**config.mk**
```make
export PLATFORM = sky130hd
export DESIGN_NAME = fifo_mem_writer
export DESIGN_NICKNAME = d
export VERILOG_FILES = /design/src/rtl/fifo_mem_writer.sv
export SDC_FILE = /design/constraint.sdc
export NUM_CORES = 1
export LEC_CHECK = 0
export CORE_UTILIZATION = 47
export DETAILED_ROUTE_END_ITERATION = 8
export PLACE_DENSITY = 0.79
export SYNTH_ARGS = -nofsm -noshare
export SYNTH_HDL_FRONTEND = slang
export SYNTH_SLANG_ARGS = --single-unit
```
**constraint.sdc**
```tcl
create_clock -name clk_mem -period 2.4 [get_ports clk_mem]
set_clock_uncertainty 0.2 [all_clocks]
set_input_delay 0.48 -clock clk_mem [delete_from_list [all_inputs] [get_ports clk_mem]]
set_output_delay 0.48 -clock clk_mem [all_outputs]
set_load 0.05 [all_outputs]
```
**src/rtl/fifo_mem_writer.sv**
```systemverilog
// Drains a first-word-fall-through FIFO, packs BYTES_PER_WORD entries little-endian into one
// memory word and writes it with a we/ready handshake. Define FIFO_MEM_WRITER_PARITY_EN for mem_wpar.
module fifo_mem_writer #(
    parameter int unsigned DATA_WIDTH     = 8,
    parameter int unsigned BYTES_PER_WORD = 4,
    parameter int unsigned ADDR_WIDTH     = 10
) (
    input  logic                                   clk_mem,
    input  logic                                   reset_n,
    input  logic                                   enable,
    input  logic                                   empty,
    input  logic [DATA_WIDTH-1:0]                  data_out,
    output logic                                   r_en,
    output logic                                   mem_we,
    output logic [ADDR_WIDTH-1:0]                  mem_addr,
    output logic [DATA_WIDTH*BYTES_PER_WORD-1:0]   mem_wdata,
    input  logic                                   mem_ready,
    output logic                                   busy,
    output logic [15:0]                            word_count
`ifdef FIFO_MEM_WRITER_PARITY_EN
    ,
    output logic [BYTES_PER_WORD-1:0]              mem_wpar
`endif
);

    localparam int unsigned IdxW = (BYTES_PER_WORD > 1) ? $clog2(BYTES_PER_WORD) : 1;
    localparam logic [IdxW-1:0] LastIdx = IdxW'(BYTES_PER_WORD - 1);

    localparam logic [1:0] IDLE  = 2'd0;
    localparam logic [1:0] FILL  = 2'd1;
    localparam logic [1:0] WRITE = 2'd2;

    logic [1:0]                               state_q, state_d;
    logic [IdxW-1:0]                          idx_q, idx_d;
    logic [ADDR_WIDTH-1:0]                    addr_q, addr_d;
    logic [15:0]                              count_q, count_d;
    logic [DATA_WIDTH*BYTES_PER_WORD-1:0]     wdata_q;
    logic                                     pop;

    always_comb begin
        state_d = state_q;
        idx_d   = idx_q;
        addr_d  = addr_q;
        count_d = count_q;
        pop     = 1'b0;
        case (state_q)
            IDLE: begin
                if (enable) state_d = FILL;
            end
            FILL: begin
                // A word already started is always finished, even once enable drops.
                if (!enable && idx_q == '0) begin
                    state_d = IDLE;
                end else if (!empty) begin
                    pop = 1'b1;
                    if (idx_q == LastIdx) begin
                        idx_d   = '0;
                        state_d = WRITE;
                    end else begin
                        idx_d = idx_q + 1'b1;
                    end
                end
            end
            WRITE: begin
                if (mem_ready) begin
                    addr_d  = addr_q + 1'b1;
                    count_d = count_q + 1'b1;
                    state_d = enable ? FILL : IDLE;
                end
            end
            default: state_d = IDLE;
        endcase
    end

    always_ff @(posedge clk_mem or negedge reset_n) begin
        if (!reset_n) begin
            state_q <= IDLE;
            idx_q   <= '0;
            addr_q  <= '0;
            count_q <= '0;
        end else begin
            state_q <= state_d;
            idx_q   <= idx_d;
            addr_q  <= addr_d;
            count_q <= count_d;
        end
    end

    always_ff @(posedge clk_mem or negedge reset_n) begin
        if (!reset_n) begin
            wdata_q <= '0;
        end else begin
            for (int unsigned i = 0; i < BYTES_PER_WORD; i++) begin
                if (pop && idx_q == IdxW'(i)) begin
                    wdata_q[i*DATA_WIDTH +: DATA_WIDTH] <= data_out;
                end
            end
        end
    end

`ifdef FIFO_MEM_WRITER_PARITY_EN
    logic [BYTES_PER_WORD-1:0] wpar_q;

    always_ff @(posedge clk_mem or negedge reset_n) begin
        if (!reset_n) begin
            wpar_q <= '0;
        end else begin
            for (int unsigned i = 0; i < BYTES_PER_WORD; i++) begin
                if (pop && idx_q == IdxW'(i)) begin
                    wpar_q[i] <= ^data_out;
                end
            end
        end
    end

    assign mem_wpar = wpar_q;
`endif

    assign r_en       = pop;
    assign mem_we     = (state_q == WRITE);
    assign busy       = (state_q != IDLE);
    assign mem_addr   = addr_q;
    assign mem_wdata  = wdata_q;
    assign word_count = count_q;

endmodule

```
# After elaboration in Yosys (flattened, before gate mapping)
# Cells that the tools add are included.
# op_classes
eq_ne	9
div_mod_pow	0
mux	11
n_lt_le_gt_ge	0
reduce_logical	12
mul	0
n_shift	0
add_sub_neg	3
bitwise_logic	2
# op_table
cell	n
16-bit by 1-bit adder with 16-bit output (second input constant)	1
2-bit two-way mux	6
10-bit by 1-bit adder with 10-bit output (second input constant)	1
2-bit == test (second input constant)	3
3-bit != test (second input constant)	2
2-bit case mux with 3 select lines	1
1-bit logical AND	5
2-bit by 1-bit == test with 1-bit output (second input constant)	2
2-bit zero test	2
1-bit two-way mux	4
4-bit AND reduction	1
3-bit AND reduction	1
2-bit by 1-bit adder with 2-bit output (second input constant)	1
2-bit by 1-bit != test with 1-bit output (second input constant)	1
2-bit != test (second input constant)	1
1-bit inverter	2
2-bit AND reduction	1
2-bit nonzero test	1
1-bit zero test	1
# totals
latch_bits	0
mem_bits_ro	0
out_inout_bits	61
ram_bits	0
ff_bits	62
n_memories	0
elab_cells	45
in_bits	13

# Longest topological paths before layout
# logic_depth
word_depth	5
mapped_depth	6
depth_no_buf	6

# Worst setup path after synthesis
# No wires, ideal clock.
# synth_timing
path_type	register to register
startpoint	reg idx_q[0]
endpoint	reg wdata_q[10] (netlist: mem_wdata[10])
setup_time_ns	0.125
stages_incl_launch_ff	7
arrival_time_ns	2.272
synth_period_minus_slack_ns	2.597
n_path_buf	0
setup_slack_ns	-0.197
cell_sequence	dfrtp_1 > inv_1 > ha_1 > nor2b_1 > nor3_2 > nand2_1 > mux2_2
# synth_via
elab_chain_len	5
elab_cells_between_ends	6
classes_between	eq/ne: 1; mux: 2; reduce/logical: 3
# synth_rtl
element	line	text
start, declared	34	logic [IdxW-1:0] idx_q, idx_d;
start signal, assigned	83	idx_q <= idx_d;
2-bit zero test	52	if (!enable && idx_q == '0) begin
1-bit logical AND	52	
1-bit two-way mux	52	
1-bit two-way mux	46	case (state_q)
via r_en	13	output logic r_en,
1-bit logical AND	94	if (pop && idx_q == IdxW'(i)) begin
end signal, assigned by index	95	wdata_q[i*DATA_WIDTH +: DATA_WIDTH] <= data_out;
end, declared	37	logic [DATA_WIDTH*BYTES_PER_WORD-1:0] wdata_q;
# The timed path passes the listed nets, and every way through them passes these cells.
# A chain may end at the register's enable or synchronous reset.

# Final worst setup path
# layout_timing
startpoint	reg idx_q[0]
endpoint	out r_en
# layout_via
elab_chain_len	4
# layout_rtl
element	line
2-bit zero test	52
1-bit logical AND	52
1-bit two-way mux	52
1-bit two-way mux	46
end, declared	13
# No other way between the ends.

==> flow_metrics.tcl <==
set metrics [dict create \
    status "finished clean" \
    dpl_cell_area_sq_um 3530 \
    drt-initial-drc-count 84 \
    io_buffers 73 \
    clock_sinks 62 \
    cp-end-kind "output port" \
    ys_ff_latch 62 \
    crit_fanout 4 \
    drive_above_1_share_pct 23.89 \
    r2r.worst_path.cells 9 \
    routed_wl_um 5463 \
    worstPathRequired_ns 1.72 \
    startpoint_type "flip-flop" \
    setup_tns_ns 0 \
    n_fill_cell 370 \
    area_growth_pct 42.75 \
    grt_overflow 0 \
    syn-num-nets 212 \
    clk_latency_ns 0.33 \
    setup_viol 0 \
    power_density_nw_per_um2 1342 \
    cts-root-buf "clkbuf_8" \
    synth_most_common_cell "dfrtp_1" \
    ant_nets 0 \
    drc 0 \
    worst_pin_slew_ns 0.5361 \
    wire_per_inst_um 15.05 \
    viasPerCell 4.989 \
    synthArstFlopShare_pct 100.0 \
    maxCapViolCount 0 \
    cts-buffers-inserted 9 \
    cts_tree "yes" \
    p_leak_uw 0.001700 \
    finalMaxSlewViolations 0 \
    min_period_ns 2.324 \
    critPathCapture "r_en" \
    syn_area_per_cell_sq_um 13.60 \
    syn_inst 193 \
    die_area_sq_um 5888 \
    ys_seq_area_share_pct 59.10 \
    synth_area_leader_cell "dfrtp_1" \
    fin_area_sq_um 3747 \
    yosys-top-cells-count "dfrtp_1, mux2_2, xnor2_1" \
    path_clk_slew_ns 0.06 \
    ff2ff_setup_slack_ns 0.16 \
    grt_start_max_net_pins 33 \
    antenna_found_initial 0 \
    via_count 1811 \
    fin_crit_sh_pct 96.82 \
    crit-reg2reg-launch "idx_q[0]" \
    diodes 0 \
    grt.total_usage_pct 20.65 \
    grt_setup_unrepaired "no" \
    relSlewSlack_pct 64.15 \
    hold_viol 0 \
    clock_path_buffers 2 \
    die_h_um 76.74 \
    nets 307 \
    startpoint "idx_q[0]" \
    crit_type "reg2out" \
    num_rows 26 \
    die_width_um 76.74 \
    synth_warnings 0 \
    drt_pre_antenna_iters 4 \
    htreeDepth 3 \
    crit_arrival_ns 1.64 \
    io_pins 74 \
    syn_area_sq_um 2625 \
    synth_edf_count 0 \
    core-area_sq_um 5238 \
    netlist.area_leader.share_pct 59.10 \
    synth_flop_cell "dfrtp_1" \
    place.gp.congestion 0.7499 \
    start_util_pct 50.12 \
    rr_endpoint "mem_wdata[10]" \
    holdCritPathClass "reg2reg" \
    grt_pass1_vias 1873 \
    grt_pass1_wl_um 9183 \
    yosys.cell_types.count 30 \
    synthTopCellsByArea "dfrtp_1, mux2_2, xnor2_1" \
    fmax_mhz 430.3 \
    vdd_drop_max_uv 955.5 \
    hpwl_um 3892 \
]
area by class of cell:
cell class,count,area [sq um],area share [%]
clock buffers,11,131.4,3.506
clock inverters,5,50.05,1.336
inverters,3,11.26,0.3005
multi-input cells,126,1059,28.25
flip-flops and latches,62,1551,41.40
well taps,70,87.58,2.337
repair buffers,86,857.1,22.87
power breakdown:
part | total (uW) | switching, uW | internal, uW
combinational | 2580 | 1580 | 995
clock | 852 | 380 | 473
sequential | 1600 | 225 | 1380
worst min path at each step:
stage / start / slack (ns) / end / cells after the start
after global routing: mem_addr[9] / 0.31 / mem_addr[9] / 1
final: mem_addr[9] / 0.27 / mem_addr[9] / 1
after global placement: reset_n / 0.23 / mem_addr[4] / 1
after detailed placement: reset_n / 0.23 / mem_addr[4] / 1
after floorplan: reset_n / -0.02 / idx_q[0] / 0
after CTS: mem_addr[9] / 0.27 / mem_addr[9] / 1
registers in the layout, summed over array words and instances, names as in the netlist:
register    flops
idx_q           2
mem_wdata      32
state_q         2
word_count     16
mem_addr       10
per-layer routing:
| layer | vias to the layer above | share of wire [%] | GRT usage, % | wire length, um |
|---|---|---|---|---|
| met4 | 0 | 1.1 | 9.808 | 59 |
| met3 | 6 | 8.5 | 7.500 | 464 |
| li1 | 866 | - | - | - |
| met5 | - | 0 | 0 | 0 |
| met1 | 877 | 43 | 25.50 | 2337 |
| met2 | 62 | 48 | 32.14 | 2602 |
per-stage QoR:
step	setup slack (ns)	power [uW]	utilization (%)	instances	hold WS (ns)
finish	0.07626	5029	71.55	363	0.2706
global route	0.0002974	5272	71.55	363	0.3070
CTS	0.03564	5033	71.02	360	0.2750
detailed placement	0.03819	4161	67.39	343	0.2292
global placement	0.06622	4103	67.39	343	0.2267
floorplan	0.1092	3265	-	193	-0.01559
worst max-delay path: stages (launching register included):
cell,delay (ns)
dfrtp_1,0.39
inv_1,0.10
ha_2,0.21
nor2b_2,0.18
nor3_4,0.26
buf_12,0.17
logic make-up after synthesis:
group                    Yosys count  synth area share [%]
AO/OA/AOI/OAI                      6                 1.334
XOR/XNOR                          24                 8.008
adder cells (fa/ha/maj)            6                 2.860
buffers and inverters              5                 1.001
flip-flops                        62                 59.10
multiplexers                      32                 14.87
AND/OR/NAND/NOR                   58                 12.82
layout by cell type, fill, tap and decap left out, drive strengths merged, types with 2 or more instances in the layout:
master,n
nor3,5
clkdlybuf4s50,69
clkinv,4
and3,5
mux2,32
nand3,8
nand4,7
nor2b,2
o21ai,3
and2b,2
nor2,4
ha,6
or2,2
nand2,16
clkbuf,11
xor2,5
xnor2,19
inv,3
buf,15
dfrtp,62
repair_timing:
item / in CTS / in global routing
endpoints found under the hold margin: 14 / 0
pin swaps: 0 / 1
endpoints found under the setup margin: 1 / 1
resized for setup: 1 / 2
hold buffers: 1 / 0
setup buffers: 0 / 3
Power figures use the tool's default switching activity.
